`config.mk`:
```
export PLATFORM = sky130hd
export DESIGN_NAME = fir_mc
export DESIGN_NICKNAME = d
export VERILOG_FILES = /design/src/rtl/fir_mc.sv
export SDC_FILE = /design/constraint.sdc
export NUM_CORES = 2
export LEC_CHECK = 0
export ABC_AREA = 1
export CORE_AREA = 5 5 373 375
export CTS_CLUSTER_SIZE = 28
export DETAILED_ROUTE_END_ITERATION = 8
export DIE_AREA = 0 0 378 380
export GPL_ROUTABILITY_DRIVEN = 0
export PLACE_DENSITY = 0.66
export SLEW_MARGIN = 20
export SYNTH_ARGS = -nofsm -noshare
export SYNTH_HDL_FRONTEND = slang
export SYNTH_SLANG_ARGS = --single-unit
```
`constraint.sdc`:
```
create_clock -name clk -period 11.9 [get_ports clk]
set_input_delay 1.785 -clock clk [delete_from_list [all_inputs] [get_ports clk]]
set_output_delay 1.785 -clock clk [all_outputs]
set_load 0.01 [all_outputs]
```
`src/rtl/fir_mc.sv`:
```
// fir_mc: time-multiplexed multi-channel FIR filter.
// One multiplier and one accumulator are shared by every channel.
// Each channel has its own circular delay line. All channels share one coefficient set.
// After an accepted sample, N_TAPS MAC cycles run, then one OUT cycle.
// data_out/out_ch are captured as the MAC sequence finishes and hold until the next result.
module fir_mc #(
    parameter int WD_IN   = 24,
    parameter int WD_OUT  = 24,
    parameter int WD_COEF = 16,
    parameter int N_TAPS  = 16,
    parameter int N_CH    = 2,
    parameter int FRAC    = 15,
    localparam int CHW    = (N_CH > 1) ? $clog2(N_CH) : 1,
    localparam int TAPW   = $clog2(N_TAPS)
) (
    input  logic               clk,
    input  logic               reset_n,
    input  logic               clr,
    input  logic               in_valid,
    output logic               in_ready,
    input  logic [CHW-1:0]     in_ch,
    input  logic [WD_IN-1:0]   data_in,
    output logic               out_valid,
    output logic [CHW-1:0]     out_ch,
    output logic [WD_OUT-1:0]  data_out,
    input  logic               coef_we,
    input  logic [TAPW-1:0]    coef_addr,
    input  logic [WD_COEF-1:0] coef_data,
    output logic               busy
);

    localparam int WP = WD_IN + WD_COEF;           // product width
    localparam int WA = WP + $clog2(N_TAPS);       // accumulator width, wide enough for N_TAPS products
    localparam int WR = WA + 1;                    // headroom for the rounding add

    localparam logic [WD_COEF-1:0]  C_MAX = {1'b0, {(WD_COEF-1){1'b1}}};
    // Identity coefficient 2^FRAC, clipped to the largest positive coefficient.
    localparam logic [WD_COEF-1:0]  C_ID  = (FRAC >= WD_COEF-1) ? C_MAX : (WD_COEF'(1) << FRAC);
    localparam logic signed [WR-1:0] O_MAX = WR'({1'b0, {(WD_OUT-1){1'b1}}});
    localparam logic signed [WR-1:0] O_MIN = ~O_MAX;
    localparam logic signed [WR-1:0] RND   = WR'(1) << (FRAC-1);
    localparam logic [TAPW-1:0]      LAST  = TAPW'(N_TAPS-1);
    localparam logic [CHW:0]         NCH   = (CHW+1)'(N_CH);

    typedef enum logic [1:0] {S_IDLE, S_MAC, S_OUT} state_t;

    state_t r_state, w_nxt;

    logic [N_CH-1:0][N_TAPS-1:0][WD_IN-1:0] r_dline;
    logic [N_CH-1:0][TAPW-1:0]              r_wptr;
    logic [N_TAPS-1:0][WD_COEF-1:0]         r_coef;
    logic [CHW-1:0]                         r_ch;
    logic [TAPW-1:0]                        r_rd;
    logic [TAPW-1:0]                        r_cnt;
    logic signed [WA-1:0]                   r_acc;
    logic                                   r_rdy_en;
    logic [WD_OUT-1:0]                      r_dout;
    logic [CHW-1:0]                         r_och;

    logic                  w_ch_ok, w_xfer, w_take, w_last;
    logic signed [WP-1:0]  w_prod;
    logic signed [WA-1:0]  w_acc_nxt;
    logic signed [WR-1:0]  w_rnd, w_sh;
    logic [WD_OUT-1:0]     w_sat;

    // r_rdy_en keeps in_ready low until the first edge after reset release.
    assign in_ready  = r_rdy_en & (r_state == S_IDLE) & ~clr;
    assign w_ch_ok   = {1'b0, in_ch} < NCH;
    assign w_xfer    = in_valid & in_ready;
    assign w_take    = w_xfer & w_ch_ok;     // out-of-range channels are consumed and dropped
    assign w_last    = (r_cnt == LAST);

    // r_rd walks backwards from the newest sample, so tap k sees x[n-k].
    assign w_prod    = $signed(r_coef[r_cnt]) * $signed(r_dline[r_ch][r_rd]);
    assign w_acc_nxt = r_acc + WA'(w_prod);
    assign w_rnd     = WR'(w_acc_nxt) + RND;
    assign w_sh      = w_rnd >>> FRAC;

    assign data_out  = r_dout;
    assign out_ch    = r_och;

    // Clamp the rounded, scaled sum to the output range.
    always_comb begin
        w_sat = w_sh[WD_OUT-1:0];
        if (w_sh > O_MAX)
            w_sat = O_MAX[WD_OUT-1:0];
        else if (w_sh < O_MIN)
            w_sat = O_MIN[WD_OUT-1:0];
    end

    // State register.
    always_ff @(posedge clk or negedge reset_n) begin
        if (!reset_n)
            r_state <= S_IDLE;
        else
            r_state <= w_nxt;
    end

    // Next state and status outputs. clr overrides everything and returns to IDLE.
    always_comb begin
        w_nxt     = r_state;
        busy      = (r_state != S_IDLE);
        out_valid = (r_state == S_OUT) & ~clr;
        case (r_state)
            S_IDLE:  if (w_take) w_nxt = S_MAC;
            S_MAC:   if (w_last) w_nxt = S_OUT;
            S_OUT:   w_nxt = S_IDLE;
            default: w_nxt = S_IDLE;
        endcase
        if (clr)
            w_nxt = S_IDLE;
    end

    // Coefficients: writable only in IDLE. A write on a transfer edge feeds the MAC sequence starting there.
    always_ff @(posedge clk or negedge reset_n) begin
        if (!reset_n) begin
            r_coef    <= '0;
            r_coef[0] <= C_ID;
        end else if (coef_we && r_state == S_IDLE) begin
            r_coef[coef_addr] <= coef_data;
        end
    end

    // Delay lines, MAC sequencing and result capture.
    always_ff @(posedge clk or negedge reset_n) begin
        if (!reset_n) begin
            r_rdy_en <= 1'b0;
            r_dline  <= '0;
            r_wptr   <= '0;
            r_ch     <= '0;
            r_rd     <= '0;
            r_cnt    <= '0;
            r_acc    <= '0;
            r_dout   <= '0;
            r_och    <= '0;
        end else begin
            r_rdy_en <= 1'b1;
            if (clr) begin
                r_dline <= '0;
                r_wptr  <= '0;
            end else if (w_take) begin
                r_dline[in_ch][r_wptr[in_ch]] <= data_in;
                r_wptr[in_ch] <= (r_wptr[in_ch] == LAST) ? '0 : r_wptr[in_ch] + 1'b1;
                r_ch  <= in_ch;
                r_rd  <= r_wptr[in_ch];
                r_cnt <= '0;
                r_acc <= '0;
            end else if (r_state == S_MAC) begin
                r_acc <= w_acc_nxt;
                r_cnt <= r_cnt + 1'b1;
                r_rd  <= (r_rd == '0) ? LAST : r_rd - 1'b1;
                if (w_last) begin
                    r_dout <= w_sat;
                    r_och  <= r_ch;
                end
            end
        end
    end

endmodule
```
==> metrics.md <==
| Metric | Value |
|---|---|
| RSZ-0062 raised after global routing | `no` |
| Vias/cell | `a little under 6` |
| Count leader, synth | `sky130_fd_sc_hd__inv_1` |
| DRC violation total after the first TritonRoute iteration | `roughly 6,000` |
| Clk buf depth | `3` |
| Cell repeated most along the worst path | `sky130_fd_sc_hd__nand2_1` |
| Number of antenna violations at the first check in global routing | `3` |
| Critical path required time | `approximately 13,000 ps` |
| Cells on worst reg2reg path | `40` |
| Area growth, synth to finish | `9.60%` |
| Vias in the first global route | `56,400` |
| TritonCTS clock tree | `yes` |
| Root buffer cell | `sky130_fd_sc_hd__clkbuf_16` |
| Clock net sink count | `roughly 1,100` |
| I/O pins | `78` |
| Number of stages on the worst hold path | `2` |
| Cell count after placement | `between 9,000 and 10,000` |
| Number of search-and-repair iterations in the first detailed-routing pass | `6` |
| Max Cap Viol | `0` |
| Quantity of hold-fixing buffers added after cts | `0` |
| Clock insertion delay at the later pin of the skew report | `around 750 ps` |
| Clock-pin slew on the worst setup and hold paths | `approximately 60 ps` |
| Postcts setup bufs | `0` |
| Measured slew at the worst slew-check pin | `around 1200 ps` |
| Pin count of the biggest net entering global routing | `between 150 and 200` |
| H-tree levels | `3` |
| Outcome | `finished clean` |
| Launching element type of the critical path | `flip-flop` |
| Core outline area | `roughly 0.13 mm²` |
| Wire length after detailed routing | `about 210,000 µm` |
| Fraction of post-synthesis cell area in the top cell type by area | `roughly 40%` |
| Most instantiated cells after synthesis | `sky130_fd_sc_hd__inv_1 (1,513), sky130_fd_sc_hd__nand2_1 (1,280), sky130_fd_sc_hd__dfrtp_1 (1,098), sky130_fd_sc_hd__o22ai_1 (833), sky130_fd_sc_hd__o21ai_0 (769)` |
| Post-synthesis instance total | `between 8,000 and 9,000` |
| Worst reg2reg setup slack | `roughly 1400 ps` |
| Chip Width | `~380 µm` |
| Arrival time of data at the critical path endpoint | `11,080 ps` |
| Max-slew violation total from the final report | `0` |
| Total gr overflow | `0` |
| Kind of end point of the critical path | `flip-flop` |
| Input/output buffers | `77` |
| Async SR Flop Fraction | `100%` |
| Total number of yosys warnings | `0` |
| Critical register-to-register path startpoint | `r_ch` |
| Post-synthesis instance area | `between 0.06 and 0.07 mm²` |
| Total Negative Setup Slacks | `0 ps` |
| Distinct cell type count of the synthesized netlist | `50` |
| Post-detailed-route DRC marker count | `0` |
| CP peak stage delay | `930 ps` |
| Critical Setup Path Class | `reg -> reg` |
| Final cycle utilization of the critical path | `88.1%` |
| Remaining antenna violation count | `0` |
| Worst Hold Endpoint | `r_coef[75]` |
| Overall routing resource usage | `between 20 and 30%` |
| Most instantiated flip-flop cell in the synthesis netlist | `sky130_fd_sc_hd__dfrtp_1` |
| Placed wire-length estimate | `approximately 140,000 µm` |
| Worst hold path type | `reg -> reg` |
| Min Tclk post-route | `between 10,000 and 15,000 ps` |
| Largest area contributor in the netlist | `sky130_fd_sc_hd__dfrtp_1` |
| Crit Path Max Fanout | `144` |
| Post-route cell area | `around 0.074 mm²` |
| Leading post-synthesis cells by cell area | `sky130_fd_sc_hd__dfrtp_1 (41%), sky130_fd_sc_hd__fa_1 (13%), sky130_fd_sc_hd__inv_1 (8.4%), sky130_fd_sc_hd__o22ai_1 (7.7%), sky130_fd_sc_hd__nand2_1 (7.1%)` |
| Endpoints failing hold | `0` |
| Flop and latch count out of synthesis | `between 1,000 and 1,500` |
| Setup skew after layout | `roughly 66 ps` |
| Die Outline Area | `~0.14 mm²` |
| Placement Rows | `135` |
| DP Area | `0.0697 mm²` |
| Post-Layout Cell Count | `9,750` |
| Max-slew headroom | `roughly 23%` |
| Count of fill cells added during filler insertion | `about 12,000` |
| Total of endpoints with negative setup slack in the final report | `0` |
| Number of flops mapped to enable cells by yosys | `0` |
| Net count of the finished layout | `~8,500` |
| Highest clock frequency the design can meet | `0.0954 GHz` |
| Cell with the biggest individual delay on the critical path | `sky130_fd_sc_hd__dfrtp_4` |
| Post-cts sizing count | `0` |
| WL/cell | `21.8 µm` |
| Routed via count | `56,500` |
| Synthesized netlist net count | `8,680` |
| Mapped Avg Cell Area | `approximately 8.3 µm²` |
| Register area share after synthesis | `just over 40%` |
| Worst min-delay path startpoint | `r_coef[75]` |
| CTS buffer count | `approximately 120` |
| Fraction of final layout cells with drive strength greater than 1 | `6.78%` |
| End of the worst register-to-register path | `data_out[1]` |
| Height of the die | `380 µm` |
| Starting Density | `49.9%` |
| Global-route wire length before repair | `between 300,000 and 400,000 µm` |
[kinds of logic (layout without fill, tap and decap cells)]
logic type	Yosys count	after routing	share of synthesized area, %
and+or+nand+nor	2180	2180	13.4
AOI/OAI and AO/OA	2105	2105	17.9
buffers and inverters	2070	1972	11.6
DFF	1113	1113	41.4
adders and majority gates	565	565	15.3
xor gates and xnor gates	31	31	0.403
other	1	3	0.00557
[per-layer routing]
| layer | GRT usage, % | routed length, µm | vias to the layer above |
|---|---|---|---|
| li1 | - | - | 25700 |
| met3 | 4.80 | 16400 | 517 |
| met5 | 0 | 7 | - |
| met2 | 47.0 | 98500 | 2488 |
| met4 | 14.4 | 11600 | 2 |
| met1 | 39.2 | 86100 | 27900 |
[worst max-delay path: cells and delay by family, from the launching register on]
family	cells	cell delay (ps)
and+or+nand+nor	20	2780
DFF	1	930
AOI/OAI and AO/OA	4	460
adders and majority gates	7	4150
buffers and inverters	9	1860
[sequential cells by signal (all words and copies together) (netlist names)]
name,count
r_dline,768
r_coef,256
r_acc,44
data_out,24
r_wptr,8
r_cnt,4
r_rd,4
r_state,2
out_ch,1
r_ch,1
r_rdy_en,1
[cell type report]
type	instances	area (µm²)	share of cell area (%)
antenna	2	5.00	0.00679
clock buffer	165	3460	4.69
clock inverter	47	559	0.758
inverter	1538	5780	7.84
multi-input combinational	4882	31900	43.2
sequential	1113	27900	37.8
tap	1781	2230	3.02
timing repair buffer	222	1960	2.65
[cells in the final DEF (no fill, tap or decap), types with 11 or more instances in the layout]
master / instances
sky130_fd_sc_hd__a21oi_1: 335
sky130_fd_sc_hd__a21oi_2: 20
sky130_fd_sc_hd__a22oi_1: 12
sky130_fd_sc_hd__buf_4: 137
sky130_fd_sc_hd__clkbuf_1: 14
sky130_fd_sc_hd__clkbuf_16: 118
sky130_fd_sc_hd__clkbuf_8: 33
sky130_fd_sc_hd__clkdlybuf4s50_1: 76
sky130_fd_sc_hd__clkinv_2: 25
sky130_fd_sc_hd__dfrtp_1: 1092
sky130_fd_sc_hd__dfstp_2: 15
sky130_fd_sc_hd__fa_1: 434
sky130_fd_sc_hd__ha_1: 131
sky130_fd_sc_hd__inv_1: 1509
sky130_fd_sc_hd__inv_2: 19
sky130_fd_sc_hd__nand2_1: 1269
sky130_fd_sc_hd__nand2_2: 50
sky130_fd_sc_hd__nand3_1: 231
sky130_fd_sc_hd__nand4_1: 53
sky130_fd_sc_hd__nor2_1: 506
sky130_fd_sc_hd__nor2_2: 18
sky130_fd_sc_hd__nor2_4: 11
sky130_fd_sc_hd__nor3_1: 14
sky130_fd_sc_hd__o2111ai_1: 19
sky130_fd_sc_hd__o21ai_0: 769
sky130_fd_sc_hd__o21ai_2: 22
sky130_fd_sc_hd__o221ai_1: 19
sky130_fd_sc_hd__o22ai_1: 833
sky130_fd_sc_hd__xor2_1: 21
[worst max path at each step]
stage | from | endpoint | slack, ps | cells past startpoint
3_5_place_dp | r_ch | data_out[1] | 1600 | 39
6_report | r_ch | data_out[1] | 1420 | 40
2_1_floorplan | r_cnt[0] | data_out[10] | 3650 | 40
5_1_grt | r_ch | data_out[1] | 590 | 39
3_3_place_gp | r_ch | data_out[1] | 1720 | 40
4_1_cts | r_ch | data_out[1] | 1550 | 40
[per-stage QoR]
step | util [%] | hold slack (ps) | worst slack, ps
after floorplan | - | 448 | 3650
after global placement | 51.6 | 461 | 1720
after detailed placement | 51.6 | 468 | 1600
after CTS | 54.6 | 483 | 1550
after global routing | 54.6 | 498 | 593
final | 54.6 | 482 | 1420
Power is left out: the tool's default activity adds up to more than one toggle a clock period on the data nets, which glitch-free logic cannot reach.
